[src/rtl/fp_normalize_pack.sv]
`default_nettype none
// ============================================================================
// Module   : fp_normalize_pack
// Purpose  : Floating-point ALU back end. Takes a raw sign, extended exponent
//            and unnormalised mantissa from the add/multiply datapath. It
//            normalises one bit per cycle, rounds to nearest-even, and packs
//            the value into an IEEE-754 word. The word is then delivered over
//            a valid/ready handshake.
// Revision : 1.0 - initial release
//
// Ports:
//   clk            clock
//   reset          asynchronous, active-low reset
//   in_valid       operand valid
//   in_ready       block can accept operand (high only when idle)
//   in_sign        result sign
//   in_exponent    [EXP_W:0] biased exponent, MSB = upstream overflow
//   in_mantissa    [FRAC_W+3:0] {carry, hidden, frac, guard, sticky}
//   out_valid      result valid
//   out_ready      consumer accepts result
//   result         [EXP_W+FRAC_W:0] packed {sign, exp, frac}
//   flag_overflow  result saturated to infinity
//   flag_underflow result denormal or flushed
//   flag_zero      result is +/-0
//   flag_inexact   guard or sticky nonzero at rounding
//
// Build option:
//   FP_FTZ_EN      when defined, denormal results are flushed to signed zero
// ============================================================================
module fp_normalize_pack #(
  parameter int EXP_W  = 8,
  parameter int FRAC_W = 23,
  parameter int BIAS   = 127
) (
  input  logic                    clk,
  input  logic                    reset,
  input  logic                    in_valid,
  output logic                    in_ready,
  input  logic                    in_sign,
  input  logic [EXP_W:0]          in_exponent,
  input  logic [FRAC_W+3:0]       in_mantissa,
  output logic                    out_valid,
  input  logic                    out_ready,
  output logic [EXP_W+FRAC_W:0]   result,
  output logic                    flag_overflow,
  output logic                    flag_underflow,
  output logic                    flag_zero,
  output logic                    flag_inexact
);

  localparam int                MANT_W    = FRAC_W + 4;
  localparam int                CARRY_BIT = FRAC_W + 3;
  localparam int                HIDDEN_BIT = FRAC_W + 2;
  localparam logic [EXP_W:0]    EXP_ONE   = (EXP_W+1)'(1);
  localparam logic [EXP_W:0]    EXP_LIMIT = (EXP_W+1)'(2*BIAS+1);

  typedef enum logic [1:0] {
    IDLE  = 2'd0,
    SHIFT = 2'd1,
    ROUND = 2'd2,
    DONE  = 2'd3
  } state_t;

  state_t                  state, state_d;
  logic                    sign_q, sign_d;
  logic [EXP_W:0]          exp_q, exp_d;
  logic [MANT_W-1:0]       mant_q, mant_d;
  logic [EXP_W+FRAC_W:0]   result_d;
  logic                    valid_d, ovf_d, unf_d, zero_d, inx_d;

  // Rounding datapath, evaluated from the registered operand
  logic                    round_up, inexact;
  logic [FRAC_W+1:0]       sig_sum;   // {carry-out, hidden, frac}
  logic [EXP_W:0]          rnd_exp;
  logic [FRAC_W-1:0]       rnd_frac;

  assign in_ready = (state == IDLE);

  always_comb begin
    inexact  = mant_q[1] | mant_q[0];
    round_up = mant_q[1] & (mant_q[0] | mant_q[2]);
    sig_sum  = {1'b0, mant_q[HIDDEN_BIT:2]} + {{(FRAC_W+1){1'b0}}, round_up};
    rnd_exp  = exp_q;
    rnd_frac = sig_sum[FRAC_W-1:0];
    if (sig_sum[FRAC_W+1]) begin
      rnd_frac = '0;
      rnd_exp  = exp_q + EXP_ONE;
    end else if ((exp_q == '0) && sig_sum[FRAC_W]) begin
      // A denormal rounded up into the normal range
      rnd_exp = EXP_ONE;
    end
  end

  always_comb begin
    state_d  = state;
    sign_d   = sign_q;
    exp_d    = exp_q;
    mant_d   = mant_q;
    result_d = result;
    valid_d  = out_valid;
    ovf_d    = flag_overflow;
    unf_d    = flag_underflow;
    zero_d   = flag_zero;
    inx_d    = flag_inexact;

    case (state)
      IDLE: begin
        if (in_valid) begin
          sign_d = in_sign;
          exp_d  = in_exponent;
          mant_d = in_mantissa;
          if (in_exponent[EXP_W]) begin
            state_d  = DONE;
            valid_d  = 1'b1;
            ovf_d    = 1'b1;
            result_d = {in_sign, {EXP_W{1'b1}}, {FRAC_W{1'b0}}};
          end else begin
            state_d = SHIFT;
          end
        end
      end

      SHIFT: begin
        if (mant_q == '0) begin
          state_d  = DONE;
          valid_d  = 1'b1;
          zero_d   = 1'b1;
          result_d = {sign_q, {(EXP_W+FRAC_W){1'b0}}};
        end else if (mant_q[CARRY_BIT]) begin
          // Right shift folds the bit leaving the guard slot into sticky
          mant_d  = {1'b0, mant_q[MANT_W-1:2], mant_q[1] | mant_q[0]};
          exp_d   = exp_q + EXP_ONE;
          state_d = ROUND;
        end else if (mant_q[HIDDEN_BIT]) begin
          state_d = ROUND;
        end else if (exp_q <= EXP_ONE) begin
          exp_d   = '0;
          state_d = ROUND;
        end else begin
          mant_d = mant_q << 1;
          exp_d  = exp_q - EXP_ONE;
        end
      end

      ROUND: begin
        state_d = DONE;
        valid_d = 1'b1;
        inx_d   = inexact;
        if (rnd_exp >= EXP_LIMIT) begin
          ovf_d    = 1'b1;
          inx_d    = 1'b1;
          result_d = {sign_q, {EXP_W{1'b1}}, {FRAC_W{1'b0}}};
        end else if (rnd_exp == '0) begin
          if (rnd_frac != '0) begin
`ifdef FP_FTZ_EN
            zero_d   = 1'b1;
            unf_d    = 1'b1;
            result_d = {sign_q, {(EXP_W+FRAC_W){1'b0}}};
`else
            unf_d    = inexact;
            result_d = {sign_q, {EXP_W{1'b0}}, rnd_frac};
`endif
          end else begin
            // Only guard/sticky bits survived: the value rounded to zero
            zero_d   = 1'b1;
            result_d = {sign_q, {(EXP_W+FRAC_W){1'b0}}};
          end
        end else begin
          result_d = {sign_q, rnd_exp[EXP_W-1:0], rnd_frac};
        end
      end

      DONE: begin
        if (out_ready) begin
          state_d = IDLE;
          valid_d = 1'b0;
          ovf_d   = 1'b0;
          unf_d   = 1'b0;
          zero_d  = 1'b0;
          inx_d   = 1'b0;
        end
      end

      default: state_d = IDLE;
    endcase
  end

  always_ff @(posedge clk or negedge reset) begin
    if (!reset) begin
      state <= IDLE;
    end else begin
      state <= state_d;
    end
  end

  always_ff @(posedge clk or negedge reset) begin
    if (!reset) begin
      sign_q         <= 1'b0;
      exp_q          <= '0;
      mant_q         <= '0;
      result         <= '0;
      out_valid      <= 1'b0;
      flag_overflow  <= 1'b0;
      flag_underflow <= 1'b0;
      flag_zero      <= 1'b0;
      flag_inexact   <= 1'b0;
    end else begin
      sign_q         <= sign_d;
      exp_q          <= exp_d;
      mant_q         <= mant_d;
      result         <= result_d;
      out_valid      <= valid_d;
      flag_overflow  <= ovf_d;
      flag_underflow <= unf_d;
      flag_zero      <= zero_d;
      flag_inexact   <= inx_d;
    end
  end

endmodule
`default_nettype wire
[config.mk]
export PLATFORM = sky130hd
export DESIGN_NAME = fp_normalize_pack
export DESIGN_NICKNAME = d
export VERILOG_FILES = /design/src/rtl/fp_normalize_pack.sv
export SDC_FILE = /design/constraint.sdc
export NUM_CORES = 1
export LEC_CHECK = 0
export ABC_AREA = 1
export CORE_AREA = 10 10 104 176
export CTS_CLUSTER_DIAMETER = 150
export DETAILED_ROUTE_END_ITERATION = 8
export DIE_AREA = 0 0 114 186
export HOLD_SLACK_MARGIN = 0.02
export PLACE_DENSITY_LB_ADDON = 0.15
export SLEW_MARGIN = 5
export SYNTH_ARGS = -nofsm -noshare
export SYNTH_HDL_FRONTEND = slang
export SYNTH_SLANG_ARGS = --single-unit
export TNS_END_PERCENT = 10
[constraint.sdc]
create_clock -name clk -period 2.8 [get_ports clk]
set_input_delay 0.56 -clock clk [delete_from_list [all_inputs] [get_ports clk]]
set_output_delay 0.56 -clock clk [all_outputs]
set_load 0.03 [all_outputs]
==> results.json, run 1 <==
{
  "synth-seq-cells": 76,
  "avgViaCountPerCell": 5.20,
  "core_area_um2": 15300,
  "antenna_found_initial": 0,
  "grt_remaining_overflow": 0,
  "layout.nets": 903,
  "power_density_nw_per_um2": 1250,
  "gp_congestion": 0.938,
  "clk_latency_ps": 350,
  "worstSetupEndpointType": "primary output",
  "drc": 0,
  "critPathKind": "reg2out",
  "peakVddDrop_uv": 486,
  "setup_tns_ps": 0,
  "via_count": 5439,
  "totalWireLength_um": 20400,
  "critPathMaxFanout": 9,
  "ant_nets": 0,
  "crit_buf_inv": 2,
  "crit_chain": "inv_1 > ha_1 > clkdlybuf4s50_1",
  "hpwl_um": 16100,
  "die_width_um": 114,
  "startpoint_type": "register",
  "cts.clk_slew.worst_paths_ps": 60,
  "setup_viol_count_final": 0,
  "port_buffers": 78,
  "slew_violations": 0,
  "synth_cells": 747,
  "slowest_stage": "clkdlybuf4s50_1",
  "htree_levels": 3,
  "syn_avg_cell_area_um2": 7.08,
  "status": "finished, final reports clean",
  "period_share_pct": 91.6,
  "initial_core_util_pct": 34.5,
  "final_common_cell": "nand2_1",
  "row_count": 60,
  "syn-cell-area_um2": 5290,
  "post-route-min-period_ps": 2560,
  "worstPathArrival_ps": 2000,
  "wl_per_cell_um": 19.5,
  "worstHoldPathType": "in2async",
  "ys_types": 42,
  "layout_common_cells": "nand2_1 (215), nor2_1 (82), clkdlybuf4s50_1 (77), dfrtp_1 (76), inv_1 (68)",
  "die_h_um": 186,
  "ys.flop_type": "dfrtp_1",
  "pre_cts_ws_ps": -173,
  "cts_made_buffers": 9,
  "root_buffer": "clkbuf_16",
  "report.final.hold_viol_count": 0,
  "leakagePower_nw": 3.20,
  "cp.required_ps": 2240,
  "ff_latch_area_um2": 1900,
  "cts_buffer_depth": 2,
  "synth_edf_count": 0,
  "drt_iter0_markers": 291,
  "die_area_um2": 21200,
  "grt_pass1_vias": 5853,
  "antenna_cells": 0,
  "synthArstFlopShare_pct": 100,
  "fin_skew_ps": 10.8,
  "yosysSeqAreaShare_pct": 36.0,
  "cap_violations": 0,
  "reg2reg_slack_ps": 250,
  "cpPeakStageDelay_ps": 740,
  "synth_nets": 796,
  "drive_gt1_share_pct": 14.8,
  "fmaxAchievable_mhz": 390,
  "r2r-start": "mant_q[2]",
  "rr_worst_depth": 15,
  "grt_max_degree": 77,
  "crit_family": "buffers and inverters",
  "worst_pin_slew_ps": 1040,
  "fin_ws_ps": 236,
  "pin_count": 79,
  "fillers": 1596,
  "timing.rr.end": "result[10]",
  "maxSlewHeadroom_pct": 30.8,
  "cts_tree": "yes",
  "multi_input_area_um2": 3010,
  "grt_usage_pct": 19.2,
  "grt_pass1_wl_um": 31600,
  "first_pass_iters": 5,
  "clkSinkCount": 76,
  "ys.warnings.count": 0,
  "synthToLayoutAreaGrowth_pct": 30.6
}
## kinds of logic after synthesis
family	count (synthesis)	share of synthesized area, %
compound gates	137	16.2
buf+inv	104	8.54
simple gates	405	34.5
fa+ha+maj	8	1.89
flops	76	36.0
xor+xnor	17	2.82
## where the power goes
part	total (mW)	switching, mW	leakage, nW	internal (mW)
Combinational	5.20	3.40	2.11	1.80
Sequential	2.11	0.523	0.931	1.58
Clock	1.34	0.524	0.157	0.815
## what timing repair did
action / 4_1_cts / 5_1_grt
pin swaps: 0 / 4
resized for setup: 3 / 9
gates cloned: 0 / 2
setup buffers: 2 / 6
endpoints found under the setup margin: 29 / 33
hold buffers: 0 / 0
## worst max-delay path by stage
stage | start | to | cells after the start
2_1_floorplan | mant_q[1] | result[10] | 16
3_3_place_gp | mant_q[1] | result[2] | 14
3_5_place_dp | mant_q[1] | result[2] | 14
4_1_cts | mant_q[1] | result[10] | 17
5_1_grt | mant_q[2] | flag_zero | 17
6_report | state[0] | in_ready | 3
## layout make-up
type,instances,share of cell area (%)
timing repair buffer,120,16.4
clock inverter,6,1.38
sequential,76,27.5
multi-input combinational,569,43.6
inverter,78,4.28
tap,186,3.37
clock buffer,10,3.46
## registers in the layout, indices dropped and copies added (netlist names)
name	count
flag_overflow	1
exp_q	9
state	2
result	32
sign_q	1
mant_q	27
flag_zero	1
out_valid	1
flag_inexact	1
flag_underflow	1
## synthesized netlist by cell type (2+ instances only)
cell type / number / area, um2
nor2_2: 7 / 43.8
ha_1: 8 / 100
a21oi_1: 27 / 135
nand2_1: 217 / 815
clkbuf_1: 10 / 37.5
buf_4: 2 / 15.0
o211ai_1: 4 / 30.0
nor2_4: 5 / 56.3
nand2_2: 7 / 43.8
o22ai_1: 2 / 12.5
o21ai_1: 10 / 50.1
nand4_1: 18 / 113
nor2_1: 83 / 312
buf_2: 11 / 55.1
inv_1: 69 / 259
inv_2: 8 / 30.0
o221ai_1: 19 / 166
o21ai_2: 14 / 123
a31oi_1: 7 / 43.8
buf_12: 2 / 40.0
nand3_1: 45 / 225
xor2_1: 16 / 140
a22oi_1: 4 / 30.0
o21ai_0: 45 / 225
a221oi_1: 2 / 17.5
nand2_4: 5 / 56.3
nand3_4: 2 / 35.0
nand3_2: 3 / 30.0
nor3_1: 4 / 20.0
dfrtp_1: 76 / 1900
or2_2: 3 / 18.8
or2_0: 2 / 12.5
## per-layer routing
layer / GRT usage (%) / routed length (um) / vias to the layer above
met5: 0 / 0 / -
met2: 38.8 / 12000 / 144
met4: 10.3 / 929 / 0
met3: 2.51 / 679 / 43
li1: - / - / 2677
met1: 17.4 / 6790 / 2575
## through the flow
stage	util [%]	cell area [um2]	hold WS (ps)	instances	power, mW
after floorplan	-	5290	264	747	5.32
final	45.1	6900	386	1045	8.65
after detailed placement	41.8	6410	468	1019	7.27
after global routing	45.1	6900	458	1045	9.34
after CTS	44.3	6780	434	1037	8.67
after global placement	41.8	6410	469	1019	7.21
Power figures use the tool's default switching activity.
==> run 2, diff against run 1 <==
PLACE_DENSITY_LB_ADDON = default   (was 0.15)
==> results.json, run 2 (synthesis results as in run 1) <==
{
  "slew_violations": 0,
  "die_width_um": 114,
  "fmaxAchievable_mhz": 384,
  "fillers": 1661,
  "cp.required_ps": 3040,
  "grt_usage_pct": 17.4,
  "worst_pin_slew_ps": 996,
  "fin_skew_ps": 5.27,
  "htree_levels": 3,
  "r2r-start": "mant_q[8]",
  "cap_violations": 0,
  "critPathMaxFanout": 50,
  "regMostFlops": "result",
  "cpPeakStageDelay_ps": 440,
  "post-route-min-period_ps": 2600,
  "stdcell_count": 1029,
  "drt_iter0_markers": 209,
  "period_share_pct": 93.0,
  "grt_pass1_wl_um": 28700,
  "clkSinkCount": 76,
  "final_common_cell": "nand2_1",
  "worstSetupEndpointType": "register",
  "rr_worst_depth": 12,
  "first_pass_iters": 7,
  "grt_pass1_vias": 5514,
  "synthToLayoutAreaGrowth_pct": 26.1,
  "worstHoldPathType": "in2async",
  "wl_per_cell_um": 17.8,
  "via_count": 5337,
  "worstPathArrival_ps": 2840,
  "row_count": 60,
  "layout_common_cells": "nand2_1 (216), nor2_1 (83), clkdlybuf4s50_1 (77), dfrtp_1 (76), inv_1 (68)",
  "port_buffers": 78,
  "setup_tns_ps": 0,
  "largest_register_ff_count": 32,
  "rsz0062_at_grt": "false",
  "initial_core_util_pct": 34.5,
  "critical_path.startpoint": "mant_q[8]",
  "cts_tree": "yes",
  "clk_latency_ps": 340,
  "drc": 0,
  "setup_viol_count_final": 0,
  "place_inst": 1010,
  "power_density_nw_per_um2": 1230,
  "crit_chain": "inv_1 > nand4_1 > nor3_1 > nand3_1 > nor2_1 > nor3_2 > nand2_1 > inv_1 > o21ai_2 > buf_12 > nor2_1 > a21oi_1",
  "antenna_found_initial": 0,
  "avgViaCountPerCell": 5.19,
  "drive_gt1_share_pct": 12.5,
  "final_core_util_pct": 43.5,
  "pin_count": 79,
  "ant_nets": 0,
  "report.final.hold_viol_count": 0,
  "peakVddDrop_uv": 486,
  "crit_buf_inv": 3,
  "maxSlewHeadroom_pct": 33.6,
  "cts_hold_buf": 0,
  "status": "finished, final reports clean",
  "layout.nets": 887,
  "startpoint_type": "register",
  "critical_path_depth": 12,
  "critPathKind": "reg2reg",
  "root_buffer": "clkbuf_16",
  "core_area_um2": 15300,
  "grt_remaining_overflow": 0,
  "top_regs": "result (32), mant_q (27), exp_q (9)",
  "slowest_stage": "dfrtp_1",
  "die_h_um": 186,
  "cts_made_buffers": 9,
  "cts_buffer_depth": 2,
  "totalWireLength_um": 18400,
  "die_area_um2": 21200,
  "leakagePower_nw": 3.06,
  "antenna_cells": 0,
  "gp_congestion": 0.958,
  "grt_max_degree": 77,
  "cts.clk_slew.worst_paths_ps": 60,
  "crit_family": "simple AND/OR/NAND/NOR gates",
  "hpwl_um": 14700
}
run 2: cell count changes in the layout (fill, tap and decap cells not counted), moves of 2 or more:
| cell | delta |
|---|---|
| bufinv_16 | -2 |
| xor2_2 | -3 |
| nand2_4 | -2 |
| buf_4 | -13 |
| o21ai_1 | +2 |
| xor2_1 | +3 |
| clkinv_2 | +4 |
run 2: final cells by class:
type	count	area [um2]	share of cell area, %
Multi-Input combinational cell	567	2960	44.4
Tap cell	186	233	3.49
Clock buffer	9	225	3.38
Timing Repair Buffer	106	1010	15.2
Sequential cell	76	1900	28.5
Inverter	78	293	4.39
Clock inverter	7	43.8	0.657
run 2: final timing paths:
| kind | endpoint | slack [ps] |
|---|---|---|
| max | mant_q[15] | 200 |
| min | exp_q[4] | 350 |
| max reg2reg | mant_q[15] | 200 |
| min reg2reg | result[8] | 480 |
| max in group asynchronous | mant_q[18] | 1760 |
| min in group clk | result[8] | 480 |
run 2: layer usage:
layer  vias to the layer above  track usage [%]  share of wire (%)  routed length, um
met5                         -                0                  0                  0
met4                         0             11.3                5.9               1080
met3                        58             2.90                3.0                558
met1                      2498             15.6                 34               6160
li1                       2657                -                  -                  -
met2                       124             34.2                 58              10600
run 2: per-stage QoR:
stage          power, mW  instance area [um2]  setup WS, ps  hold WS, ps
2_1_floorplan       5.32                 5290           462          264
3_3_place_gp        7.14                 6340           166          465
3_5_place_dp        7.14                 6340          90.6          468
4_1_cts             8.25                 6610          62.7          428
5_1_grt             8.91                 6670          7.76          441
6_report            8.22                 6670           195          352
run 2: what timing repair did:
action | in CTS | in global routing
setup endpoints to repair | 0 | 33
gates resized for setup | 0 | 5
setup buffers | 0 | 3
run 2: power by group:
part / total (mW) / switching (mW) / internal [mW]
sequential: 2.12 / 0.540 / 1.58
combinational: 5.03 / 3.29 / 1.75
clock: 1.07 / 0.474 / 0.594
